<file path="src/rtl/fixed_cmul_if.sv">
// ---------------------------------------------------------------------------
// fixed_cmul_if -- operand/result handshake bundle for fixed_cmul.
//   a_re, a_im, b_re, b_im : complex operands, two's complement Q format
//   in_valid / in_ready    : operand-side handshake
//   p_re, p_im, ovf        : complex product and saturation flag
//   out_valid / out_ready  : result-side handshake
// Modports: master (operand producer / result consumer), slave (the block).
// ---------------------------------------------------------------------------
interface fixed_cmul_if #(
    parameter int unsigned DATA_WIDTH = 16
);
    logic [DATA_WIDTH-1:0] a_re;
    logic [DATA_WIDTH-1:0] a_im;
    logic [DATA_WIDTH-1:0] b_re;
    logic [DATA_WIDTH-1:0] b_im;
    logic                  in_valid;
    logic                  in_ready;
    logic [DATA_WIDTH-1:0] p_re;
    logic [DATA_WIDTH-1:0] p_im;
    logic                  out_valid;
    logic                  out_ready;
    logic                  ovf;

    modport master (
        output a_re, a_im, b_re, b_im, in_valid, out_ready,
        input  in_ready, p_re, p_im, out_valid, ovf
    );

    modport slave (
        input  a_re, a_im, b_re, b_im, in_valid, out_ready,
        output in_ready, p_re, p_im, out_valid, ovf
    );
endinterface

</file>
<file path="src/rtl/fixed_cmul.sv">
// ---------------------------------------------------------------------------
// fixed_cmul -- pipelined signed fixed-point complex multiplier.
//   p = a * b, scaled by 2^-FRACT_WIDTH, same Q format as the operands.
//   Three stages: S1 operand register, S2 four partial products,
//   S3 sum / round / limit register driving the outputs.
// Ports:
//   clk  : clock, rising edge
//   rst  : synchronous active-high reset
//   bus  : fixed_cmul_if.slave (operands, product, handshakes, ovf)
// Parameters: INT_WIDTH, FRACT_WIDTH, DATA_WIDTH, ROUND (0 floor, 1 half-up).
// Optional feature: define FIXED_CMUL_SATURATE_EN to clamp results to the
// DATA_WIDTH range and report ovf; otherwise results wrap and ovf is 0.
// ---------------------------------------------------------------------------
module fixed_cmul #(
    parameter int unsigned INT_WIDTH   = 8,
    parameter int unsigned FRACT_WIDTH = 8,
    parameter int unsigned DATA_WIDTH  = INT_WIDTH + FRACT_WIDTH,
    parameter int unsigned ROUND       = 1
) (
    input  logic         clk,
    input  logic         rst,
    fixed_cmul_if.slave  bus
);

    localparam int unsigned DW = DATA_WIDTH;
    localparam int unsigned PW = 2 * DATA_WIDTH;
    localparam int unsigned SW = 2 * DATA_WIDTH + 1;

    // Half an output LSB, added before the shift for round-half-up.
    localparam logic signed [SW-1:0] RND_C =
        (ROUND == 1) ? (SW'(1) << (FRACT_WIDTH - 1)) : '0;

    // Stage 1: operands
    logic                 r_s1_vld;
    logic signed [DW-1:0] r_a_re, r_a_im, r_b_re, r_b_im;

    // Stage 2: partial products
    logic                 r_s2_vld;
    logic signed [PW-1:0] r_m_rr, r_m_ii, r_m_ri, r_m_ir;

    // Stage 3: outputs
    logic                 r_out_vld;
    logic [DW-1:0]        r_p_re, r_p_im;
    logic                 r_ovf;

    logic                 w_adv;
    logic signed [PW-1:0] w_m_rr, w_m_ii, w_m_ri, w_m_ir;
    logic signed [SW-1:0] w_sum_re, w_sum_im;
    logic [DW-1:0]        w_lim_re, w_lim_im;
    logic                 w_ovf;

    // Whole pipeline moves as one unit whenever the output slot can drain.
    assign w_adv        = !r_out_vld || bus.out_ready;
    assign bus.in_ready = w_adv;

    assign bus.out_valid = r_out_vld;
    assign bus.p_re      = r_p_re;
    assign bus.p_im      = r_p_im;
    assign bus.ovf       = r_ovf;

    // Full-width signed products; operands sign-extend before multiplying.
    assign w_m_rr = PW'(r_a_re) * PW'(r_b_re);
    assign w_m_ii = PW'(r_a_im) * PW'(r_b_im);
    assign w_m_ri = PW'(r_a_re) * PW'(r_b_im);
    assign w_m_ir = PW'(r_a_im) * PW'(r_b_re);

    // One guard bit keeps the sum/difference exact.
    assign w_sum_re = SW'(r_m_rr) - SW'(r_m_ii);
    assign w_sum_im = SW'(r_m_ri) + SW'(r_m_ir);

`ifdef FIXED_CMUL_SATURATE_EN
    logic signed [SW-1:0] w_scl_re, w_scl_im;
    logic                 w_fit_re, w_fit_im;

    assign w_scl_re = (w_sum_re + RND_C) >>> FRACT_WIDTH;
    assign w_scl_im = (w_sum_im + RND_C) >>> FRACT_WIDTH;

    // Value fits when every bit from the result sign bit upward agrees.
    assign w_fit_re = (&w_scl_re[SW-1:DW-1]) || !(|w_scl_re[SW-1:DW-1]);
    assign w_fit_im = (&w_scl_im[SW-1:DW-1]) || !(|w_scl_im[SW-1:DW-1]);

    assign w_lim_re = w_fit_re ? w_scl_re[DW-1:0]
                               : {w_scl_re[SW-1], {(DW-1){~w_scl_re[SW-1]}}};
    assign w_lim_im = w_fit_im ? w_scl_im[DW-1:0]
                               : {w_scl_im[SW-1], {(DW-1){~w_scl_im[SW-1]}}};
    assign w_ovf    = !w_fit_re || !w_fit_im;
`else
    // Wrap: keep the low DATA_WIDTH bits of the scaled value.
    assign w_lim_re = DW'((w_sum_re + RND_C) >>> FRACT_WIDTH);
    assign w_lim_im = DW'((w_sum_im + RND_C) >>> FRACT_WIDTH);
    assign w_ovf    = 1'b0;
`endif

    // Valid bits and output register; reset clears everything visible.
    always_ff @(posedge clk) begin
        if (rst) begin
            r_s1_vld  <= 1'b0;
            r_s2_vld  <= 1'b0;
            r_out_vld <= 1'b0;
            r_p_re    <= '0;
            r_p_im    <= '0;
            r_ovf     <= 1'b0;
        end else if (w_adv) begin
            r_s1_vld  <= bus.in_valid;
            r_s2_vld  <= r_s1_vld;
            r_out_vld <= r_s2_vld;
            if (r_s2_vld) begin
                r_p_re <= w_lim_re;
                r_p_im <= w_lim_im;
                r_ovf  <= w_ovf;
            end
        end
    end

    // Datapath registers; only loaded for valid entries, qualified by valid bits.
    always_ff @(posedge clk) begin
        if (w_adv) begin
            if (bus.in_valid) begin
                r_a_re <= bus.a_re;
                r_a_im <= bus.a_im;
                r_b_re <= bus.b_re;
                r_b_im <= bus.b_im;
            end
            if (r_s1_vld) begin
                r_m_rr <= w_m_rr;
                r_m_ii <= w_m_ii;
                r_m_ri <= w_m_ri;
                r_m_ir <= w_m_ir;
            end
        end
    end

endmodule

</file>
<file path="src/flat_wrapper.sv">
// flat-port wrapper written by rule: the top's interface ports become plain ports
module fixed_cmul_flat 
#(
    parameter int unsigned INT_WIDTH   = 8,
    parameter int unsigned FRACT_WIDTH = 8,
    parameter int unsigned DATA_WIDTH  = INT_WIDTH + FRACT_WIDTH,
    parameter int unsigned ROUND       = 1
)
  (clk, rst, bus_a_re, bus_a_im, bus_b_re, bus_b_im, bus_in_valid, bus_out_ready, bus_in_ready, bus_p_re, bus_p_im, bus_out_valid, bus_ovf);
  fixed_cmul_if #(.DATA_WIDTH(DATA_WIDTH)) bus_i ();
  input  logic clk;
  input  logic rst;
  input wire logic [$bits(bus_i.a_re)-1:0] bus_a_re;
  input wire logic [$bits(bus_i.a_im)-1:0] bus_a_im;
  input wire logic [$bits(bus_i.b_re)-1:0] bus_b_re;
  input wire logic [$bits(bus_i.b_im)-1:0] bus_b_im;
  input wire logic [$bits(bus_i.in_valid)-1:0] bus_in_valid;
  input wire logic [$bits(bus_i.out_ready)-1:0] bus_out_ready;
  output wire logic [$bits(bus_i.in_ready)-1:0] bus_in_ready;
  output wire logic [$bits(bus_i.p_re)-1:0] bus_p_re;
  output wire logic [$bits(bus_i.p_im)-1:0] bus_p_im;
  output wire logic [$bits(bus_i.out_valid)-1:0] bus_out_valid;
  output wire logic [$bits(bus_i.ovf)-1:0] bus_ovf;
  assign bus_i.a_re = bus_a_re;
  assign bus_i.a_im = bus_a_im;
  assign bus_i.b_re = bus_b_re;
  assign bus_i.b_im = bus_b_im;
  assign bus_i.in_valid = bus_in_valid;
  assign bus_i.out_ready = bus_out_ready;
  assign bus_in_ready = bus_i.in_ready;
  assign bus_p_re = bus_i.p_re;
  assign bus_p_im = bus_i.p_im;
  assign bus_out_valid = bus_i.out_valid;
  assign bus_ovf = bus_i.ovf;
  fixed_cmul #(.INT_WIDTH(INT_WIDTH), .FRACT_WIDTH(FRACT_WIDTH), .DATA_WIDTH(DATA_WIDTH), .ROUND(ROUND)) u_core (.clk(clk), .rst(rst), .bus(bus_i));
endmodule
</file>
<file path="config.mk">
export PLATFORM = sky130hd
export DESIGN_NAME = fixed_cmul_flat
export DESIGN_NICKNAME = d
export VERILOG_FILES = /design/src/rtl/fixed_cmul_if.sv /design/src/rtl/fixed_cmul.sv /design/src/flat_wrapper.sv
export SDC_FILE = /design/constraint.sdc
export NUM_CORES = 2
export LEC_CHECK = 0
export ABC_AREA = 1
export CAP_MARGIN = 15
export CELL_PAD_IN_SITES_DETAIL_PLACEMENT = 0
export CELL_PAD_IN_SITES_GLOBAL_PLACEMENT = 1
export CORE_MARGIN = 2
export CORE_UTILIZATION = 39
export DETAILED_ROUTE_END_ITERATION = 7
export PLACE_DENSITY = 0.67
export SLEW_MARGIN = 0
export SYNTH_ARGS = -nofsm -noshare
export SYNTH_HDL_FRONTEND = slang
export SYNTH_SLANG_ARGS = --single-unit
</file>
<file path="constraint.sdc">
create_clock -name clk -period 6.2 [get_ports clk]
set_input_delay 1.24 -clock clk [delete_from_list [all_inputs] [get_ports clk]]
set_output_delay 1.24 -clock clk [all_outputs]
set_load 0.05 [all_outputs]
</file>
==> metrics.md <==
| Metric | Value |
|---|---|
| DRT Pass-1 Iters | `5` |
| Design area | `between 0.04 and 0.05 mm²` |
| Top_reg_cell synth | `edfxtp_1` |
| Post-Route Setup TNS | `0 ns` |
| Crit end category | `flop` |
| Worst-path maximum fanout | `10` |
| Most area-consuming cells after synthesis | `fa_1, inv_1, nand2_1, edfxtp_1, ha_1` |
| RR Startpoint | `u_core.r_a_re[12]$_DFFE_PP_` |
| Asr flop ratio synth | `0%` |
| P&R area growth vs syn | `10.5%` |
| DP Cell Count | `a little under 7k` |
| # port buffers | `~100` |
| Slew HR | `a little over two fifths` |
| Via count | `roughly 32k` |
| Max Clk Rate | `between 150 and 200 MHz` |
| Worst Setup SP | `u_core.r_a_re[12]$_DFFE_PP_` |
| Post-synthesis sequential area ratio | `a little over an eighth` |
| Hold Slack | `~0.47 ns` |
| Clock Latency Late Sink | `0.55 ns` |
| Placed instance area | `around 0.045 mm²` |
| Unrepaired setup endpoints after global routing | `no` |
| Leading area contributor after synthesis | `fa_1` |
| Antenna violations before repair | `0` |
| Top cells by count, synth | `inv_1, nand2_1, fa_1` |
| Clock Skew | `between 0.02 and 0.03 ns` |
| Worst-Margin Slew | `about 0.85 ns` |
| Number of diodes | `0` |
| Post-route insts no fill | `around 6.8k` |
| Vias/cell | `around 4.7` |
| Post-synth cell types | `48` |
| Layout cells sized above 1 | `3.99%` |
| Yosys warning count | `0` |
| WS Path Type | `reg -> reg` |
| Starting density of the core | `between 30% and 40%` |
| Final wirelength | `117,000 µm` |
| Grt total ovfl | `0` |
| Total core area | `approximately 0.11 mm²` |
| Vias in the first global route | `33.5k` |
| Max Slew Vio Count | `0` |
| Drt first-iter violations | `slightly below 2k` |
| WP data required | `about 6.5 ns` |
| Final hold violations | `0` |
| Drt wl/cell | `approximately 17 µm` |
| DRC | `0` |
| TritonCTS clock tree | `done` |
| Area of the die | `about 0.11 mm²` |
| Rows | `120` |
| CP arrival | `around 6.3 ns` |
| First-pass GRT wire length | `190,000 µm` |
| Final min period | `about 5.9 ns` |
| H-tree levels | `4` |
| Cell area after synthesis | `0.0418 mm²` |
| Syn_area_per_cell | `7.86 µm²` |
| Status | `complete, no violations` |
| Maxcap violations | `0` |
| Mapped Nets | `6,511` |
| Die Span Y | `around 330 µm` |
| Final Cycle Share | `95.9%` |
| Hold_buf cts | `0` |
| Die width | `roughly 330 µm` |
| Post-synthesis register bit count | `about 200` |
| GRT Total Usage | `between 20% and 30%` |
| Nets | `6,592` |
| Top-count cell post-synth | `inv_1` |
| Detailed-placement wirelength estimate | `between 90,000 and 100,000 µm` |
| Clock buffer depth | `2` |
| Setup violators final | `0` |
| Hold Path Origin | `u_core.r_s2_vld$_SDFFE_PP0N_` |
| Clock sinks | `approximately 200` |
| TritonCTS Buffers | `17` |
| Crit path launch type | `flop` |
| Worst hold path class | `reg -> reg` |
| Largest net degree at the start of global routing | `~60` |
| Post-DRT Antenna Nets | `0` |
| Gate Count Post-Synth | `approximately 5.3k` |
| Reg clk slew, reported paths | `roughly 0.090 ns` |
| Yosys top cell area share | `between 30% and 40%` |
| Fillers | `11.0k` |
| Clock Tree Root | `clkbuf_16` |
| Top Ports | `103` |
| Number of synthesized flops with an enable pin | `between 150 and 200` |
| Routability cong. | `approximately 0.90` |
-- state kept, by name, summed over array words and instances, names as in the netlist --
signal and cells:
u_core.r_m_ii 24, u_core.r_m_ir 24, u_core.r_m_ri 24, u_core.r_m_rr 24, u_core.bus.p_im 16, u_core.bus.p_re 16, u_core.r_a_im 16, u_core.r_a_re 16
u_core.r_b_im 16, u_core.r_b_re 16, u_core.bus.out_valid 1, u_core.r_s1_vld 1, u_core.r_s2_vld 1
-- cell usage in the layout (no fill, tap or decap), types with 6 or more instances in the layout --
master,Yosys,layout
inv_1,1619,1617
nand2_1,1345,1344
fa_1,748,748
ha_1,378,378
nor2_1,189,188
nand3_1,168,168
edfxtp_1,160,160
a21oi_1,132,132
buf_4,4,105
clkdlybuf4s50_1,0,101
xor2_1,75,75
o21ai_0,52,52
buf_12,0,44
dfxtp_1,35,35
xnor2_1,34,34
nand4_1,29,29
a21o_1,27,27
o21ai_1,23,23
o21bai_1,18,18
clkbuf_16,0,17
nor3_1,11,11
inv_2,10,10
nor4_1,9,8
o211ai_1,7,7
a31oi_1,7,7
o21a_1,6,6
nand3b_1,6,6
-- cell families after synthesis --
logic type / after synthesis / synth area share (%)
xor+xnor: 109 / 2.29
other cells: 1 / 0.00898
fa+ha+maj: 1126 / 47.2
compound gates: 287 / 3.94
buf+inv: 1821 / 16.5
simple gates: 1778 / 17.0
flops: 195 / 13.2
-- stage by stage --
stage,utilization (%),setup WS [ns]
after floorplan,-,0.710
after global placement,42.5,-0.0335
after detailed placement,42.5,0.0673
after CTS,43.1,0.0226
after global routing,43.3,0.00237
final,43.3,0.253
-- timing repair --
action / 4_1_cts / 5_1_grt
buffers inserted: 0 / 15
resized for setup: 0 / 4
setup endpoints to repair: 0 / 8
-- metal layers --
| metal | up-vias | wire (µm) | global-route usage, % |
|---|---|---|---|
| li1 | 15500 | - | - |
| met1 | 15800 | 56000 | 31.9 |
| met2 | 641 | 53100 | 36.0 |
| met3 | 81 | 5360 | 2.95 |
| met4 | 0 | 2820 | 5.57 |
| met5 | - | 0 | 0 |
-- path summary, 6_finish.rpt --
| kind | to | slack, ns | cells past startpoint |
|---|---|---|---|
| setup reg to reg | u_core.r_m_rr[22]$_DFFE_PP_ | 0.25 | 17 |
| hold / removal | u_core.r_s2_vld$_SDFFE_PP0N_ | 0.47 | 2 |
| setup / recovery | u_core.r_m_rr[22]$_DFFE_PP_ | 0.25 | 17 |
| hold reg to reg | u_core.r_s2_vld$_SDFFE_PP0N_ | 0.47 | 2 |
-- critical path, stage by stage (launching register included) --
cell and delay [ns]:
edfxtp_1 0.55, buf_4 0.28, nand2_1 0.11, fa_1 0.54
inv_1 0.05, fa_1 0.50, fa_1 0.57, fa_1 0.43
fa_1 0.49, inv_1 0.05, fa_1 0.48, inv_1 0.04
ha_1 0.44, nand2_1 0.21, nor4_4 0.36, nand4_1 0.18
nand3_1 0.17, xor2_1 0.27
-- cell type report --
class	instances	area (µm²)	area share, %
clock buffer	17	425	0.922
clock inverter	15	215	0.466
inverter	1633	6130	13.3
multi-input combinational	3301	29400	63.8
sequential	195	5510	11.9
tap	1403	1760	3.80
timing repair buffer	250	2680	5.81
Power is left out: the tool's default activity adds up to more than one toggle a clock period on the data nets, which glitch-free logic cannot reach.
